$ cat config.mk
export PLATFORM = sky130hd
export DESIGN_NAME = instr_queue
export DESIGN_NICKNAME = d
export VERILOG_FILES = /design/src/rtl/rv32i_types.sv /design/src/rtl/instr_queue.sv
export SDC_FILE = /design/constraint.sdc
export NUM_CORES = 1
export LEC_CHECK = 0
export BUFFER_PORTS_ARGS = -buffer_cell sky130_fd_sc_hd__buf_2
export CAP_MARGIN = 20
export CORE_UTILIZATION = 50
export DETAILED_ROUTE_END_ITERATION = 10
export GPL_TIMING_DRIVEN = 0
export PLACE_DENSITY = 0.7
export SETUP_SLACK_MARGIN = 0.1
export SYNTH_ARGS = -nofsm -noshare
export SYNTH_HDL_FRONTEND = slang
export SYNTH_SLANG_ARGS = --single-unit
$ cat constraint.sdc
create_clock -name clk -period 4.89 [get_ports clk]
set_input_delay 0.489 -clock clk [delete_from_list [all_inputs] [get_ports clk]]
set_output_delay 0.489 -clock clk [all_outputs]
set_load 0.02 [all_outputs]
$ cat src/rtl/rv32i_types.sv
// rv32i_types: shared types for the front-end instruction queue.
//   iq_entry_t        - one queued instruction: {pc, inst}
//   IQ_DEPTH_DEFAULT  - default number of queue entries
package rv32i_types;

    typedef struct packed {
        logic [31:0] pc;
        logic [31:0] inst;
    } iq_entry_t;

    localparam int IQ_DEPTH_DEFAULT = 16;

endpackage

$ cat src/rtl/instr_queue.sv
// instr_queue: circular instruction buffer between fetch and decode/dispatch.
// Fetch pushes {pc, inst} with a one-cycle enq strobe and uses the registered
// full flag as back-pressure; decode pops in order with deq_valid/deq. A flush
// from the ROB empties the queue in one cycle.
//
// Ports:
//   clk        in   rising-edge clock
//   rst_n      in   synchronous reset, active-low
//   flush      in   discard all contents (beats enq/deq)
//   enq        in   write strobe, one entry per cycle
//   enq_pc     in   [31:0] PC of the incoming instruction
//   enq_inst   in   [31:0] incoming instruction word
//   full       out  count == DEPTH
//   empty      out  count == 0
//   count      out  [PTR_W:0] current occupancy
//   deq_valid  out  head entry is valid (!empty)
//   deq_pc     out  [31:0] head entry PC
//   deq_inst   out  [31:0] head entry instruction
//   deq        in   decode consumes the head entry this cycle
module instr_queue
    import rv32i_types::*;
#(
    parameter int DEPTH = IQ_DEPTH_DEFAULT,
    parameter int PTR_W = $clog2(DEPTH)
) (
    input  logic              clk,
    input  logic              rst_n,
    input  logic              flush,
    input  logic              enq,
    input  logic [31:0]       enq_pc,
    input  logic [31:0]       enq_inst,
    output logic              full,
    output logic              empty,
    output logic [PTR_W:0]    count,
    output logic              deq_valid,
    output logic [31:0]       deq_pc,
    output logic [31:0]       deq_inst,
    input  logic              deq
);

    localparam logic [PTR_W:0] FULL_CNT = (PTR_W + 1)'(DEPTH);

    logic [PTR_W-1:0] head_q, head_d;
    logic [PTR_W-1:0] tail_q, tail_d;
    logic [PTR_W:0]   count_q, count_d;

    // Flop array rather than SRAM so the head read stays combinational.
    iq_entry_t mem_q [DEPTH];

    logic      do_enq;
    logic      do_deq;
    logic      wr_en;
    iq_entry_t wr_entry;
    iq_entry_t head_entry;

    // Flags come only from the count register: no comb path from enq/deq.
    assign full      = (count_q == FULL_CNT);
    assign empty     = (count_q == '0);
    assign count     = count_q;
    assign deq_valid = !empty;

    assign head_entry = mem_q[head_q];
    assign deq_pc     = head_entry.pc;
    assign deq_inst   = head_entry.inst;

    always_comb begin
        // full is the registered value, so a same-cycle deq never makes room.
        do_enq   = enq && !full;
        do_deq   = deq && !empty;
        head_d   = head_q;
        tail_d   = tail_q;
        count_d  = count_q;
        wr_en    = 1'b0;
        wr_entry = '{pc: enq_pc, inst: enq_inst};

        if (flush) begin
            head_d  = '0;
            tail_d  = '0;
            count_d = '0;
        end else begin
            if (do_enq) begin
                wr_en  = 1'b1;
                tail_d = tail_q + PTR_W'(1);
            end
            if (do_deq) begin
                head_d = head_q + PTR_W'(1);
            end
            if (do_enq && !do_deq) begin
                count_d = count_q + (PTR_W + 1)'(1);
            end else if (!do_enq && do_deq) begin
                count_d = count_q - (PTR_W + 1)'(1);
            end
        end
    end

    always_ff @(posedge clk) begin
        if (!rst_n) begin
            head_q  <= '0;
            tail_q  <= '0;
            count_q <= '0;
        end else begin
            head_q  <= head_d;
            tail_q  <= tail_d;
            count_q <= count_d;
        end
    end

    // Storage is never cleared; the pointers alone define what is valid.
    always_ff @(posedge clk) begin
        if (rst_n && wr_en) begin
            mem_q[tail_q] <= wr_entry;
        end
    end

`ifndef SYNTHESIS
    a_count_max : assert property (@(posedge clk) disable iff (!rst_n)
        count_q <= FULL_CNT);
    a_valid_nonempty : assert property (@(posedge clk) disable iff (!rst_n)
        !(deq_valid && (count_q == '0)));
`endif

endmodule

==> run metrics <==
row count=102; Hold EP=mem_q[1][2]; CTS tree=yes; Tot Pwr=approximately 19 mW; cts repair resizes=0; Post-CTS Setup Bufs=0; Least-Margin Pin Slew=~1 ns; I/O Buffers=140; M2 GR Usage=between 30% and 40%; DRT antenna net count=0; Slew Limit Headroom=31.96%; Worst Setup End Kind=primary output; met1 usage=between 20 and 30%; Hold Path Stages=1; All-Layer GR Usage=between 20% and 30%; NetSw=around 4.1 mW; final hold vios=0; CORE AREA=slightly below 80,000 um^2; Synth top cells by count=1,024 x edfxtp_1, 256 x mux4_2, 128 x a22oi_1; register area share after synthesis=between 70% and 80%; CP bufs+invs=3; drt first pass iters=5; DR vias/cell=about 6; synthesized area=slightly below 40,000 um^2; Pint=14.97 mW; largest net degree at the start of global routing=25; Initial Util=50.47%; Worst path slowest cell=buf_1; Synth top area share=between 70 and 80%; clock share of power=between 40% and 50%; syn nets=1,750; H-tree levels=3; R2R cell count=6; Mapped Cells=approximately 1,700; area leader, netlist=edfxtp_1; # DRC=0; DP Wirelength=approximately 54,000 um; Worst-path clk slew=approximately 0.060 ns; WP data arrival=around 3.4 ns; first-pass GRT wire length=between 100,000 and 150,000 um; Tcrit/Tclk final=80.24%; max_cap viols=0; Inst Count DP=2,888; number of global-route vias before repair=between 15,000 and 20,000; fraction of registers with async set/reset=0%; die area=~80,000 um^2; Slew Viols, Final=0; RR Endpoint=mem_q[8][35]; GRT overflow=0; clk sinks=around 1,000; GR peak layer=met2; clock skew=0.02373 ns; worst skew pair latency=between 0.6 and 0.7 ns; Synth Register Bits=approximately 1,000; Logic pwr share=under 10%; count leader, synth=edfxtp_1; setup repair after global routing missed its margin=no; Tmin final=between 3 and 4 ns; setup TNS=0 ns; Min-Delay Path Class=in2reg; WL final=86,210 um; CTS Buf Count=around 100; delay of the slowest cell on the worst path=0.75 ns; FILL cells=~5,400; Most common cell on crit path=buf_2; NumNets Final=2,030; Peak VDD IR=~0.32 mV; fmax=roughly 250 MHz; CTS Buffer Depth=3; Root Driver=clkbuf_16; CP required=4.40 ns; Leakage=around 14 nW; EDFF count, synth=a little over 1,000; CP startpoint kind=flop; synth warn=0; M3 GR Usage=under 10%; WL per Instance=about 28 um; # hold bufs at CTS=0; post-synth cell types=37; switching share of power=between 20% and 30%; reg2reg setup slack=roughly 1.9 ns; Die W=~280 um; Worst path top cell family by delay=buffers and inverters; ranking of synthesized cells by area=edfxtp_1 79%, mux4_2 15%, a22oi_1 2.5%, dfxtp_1 0.87%, nand2_1 0.68%; Setup-failing EPs final=0; initial antenna violation count=8; Crit Path Class=reg2out; worst hold start=enq_inst[2]; cell breakdown of the critical path=buf_2 -> buf_1 -> mux4_2 -> a22oi_1 -> nand2_1 -> buf_2; Flop pwr share=between 50% and 60%; area grow syn2layout=15.94%; P per Cell Area=around 420 nW/um^2; ys flop type=edfxtp_1; Final Util=between 50% and 60%; Worst R2R Start=count[0]; gp weighted congestion=0.7207; peak fanout along the critical path=10; vias=18,480; chip height=around 280 um; # IOs=approximately 140; status=completed; share of layout cells above drive strength 1=30.88%; post-route insts no fill=a little over 3,000; Synth Area per Inst=23.40 um^2; Iteration-0 DRC Markers=1,861
==> through the flow <==
stage	hold slack (ns)	worst slack (ns)	area [um^2]
floorplan	0.4587	0.5486	39100
global placement	0.4983	-2.811	41100
detailed placement	0.5155	1.620	42020
CTS	0.1539	0.9232	45330
global route	0.1736	0.8968	45330
finish	0.1922	0.9663	45330
==> layer usage <==
layer | vias to the layer above | routed length, um
met5 | - | 93
met4 | 16 | 1472
met3 | 122 | 6887
met2 | 749 | 44330
met1 | 9865 | 33430
li1 | 7726 | -
==> cells by family (layout without fill, tap and decap cells) <==
family	count (synthesis)	after routing	share of synthesized area [%]
xor+xnor	6	6	0.1344
flops	1041	1041	79.51
compound gates	142	142	2.736
buf+inv	91	454	1.155
fa+ha+maj	10	10	0.3392
simple gates	122	122	1.299
mux	259	259	14.82
other cells	0	1	0
==> flip-flops by register name, indices dropped and copies added (netlist names), named ones only <==
name	flops
mem_q	1024
tail_q	4
count	5
head_q	4
==> placed cells by master (no fill, tap or decap), types with 3 or more instances in the layout <==
cell / n
ha_1: 9
a22oi_1: 128
mux2i_1: 3
nand2_1: 71
mux4_2: 256
buf_6: 4
a21oi_1: 4
inv_16: 3
nor2_1: 15
bufinv_16: 14
edfxtp_1: 1024
nor2b_1: 3
clkinv_1: 27
clkinv_2: 15
buf_16: 8
nor2_4: 16
xor2_1: 4
buf_1: 14
clkbuf_16: 101
buf_4: 18
clkbuf_1: 60
buf_12: 28
nand3_1: 6
inv_1: 5
inv_6: 4
buf_2: 150
dfxtp_1: 17
==> power groups by stage <==
stage / combinational [mW] / clock (mW) / sequential (mW)
after CTS: 1.37 / 7.91 / 9.87
after floorplan: 0.904 / 0 / 10.1
after global routing: 1.46 / 8.24 / 9.87
final: 1.35 / 7.81 / 9.87
after detailed placement: 1.37 / 0 / 10.1
after global placement: 1.32 / 0 / 10.1
==> worst max-delay path by stage <==
stage,from,slack [ns],depth (start not counted),end
floorplan,count[0],0.55,4,mem_q[12][0]
detailed placement,rst_n,1.62,7,mem_q[8][40]
global route,flop,0.90,6,deq_inst[16]
global placement,rst_n,-2.81,5,mem_q[10][40]
CTS,flop,0.92,6,deq_inst[20]
finish,flop,0.97,6,deq_inst[20]
==> final cells by class <==
cell class | count | area [um^2] | share of cell area, %
clock inverter | 65 | 706.9 | 1.559
inverter | 5 | 18.77 | 0.04140
tap | 1040 | 1301 | 2.870
clock buffer | 121 | 2603 | 5.741
multi-input combinational | 539 | 7681 | 16.94
antenna | 1 | 2.502 | 0.005520
buffer | 86 | 432.9 | 0.9550
sequential | 1041 | 31090 | 68.58
timing repair buffer | 177 | 1496 | 3.301
No activity file was read; power rests on OpenSTA's default activity.
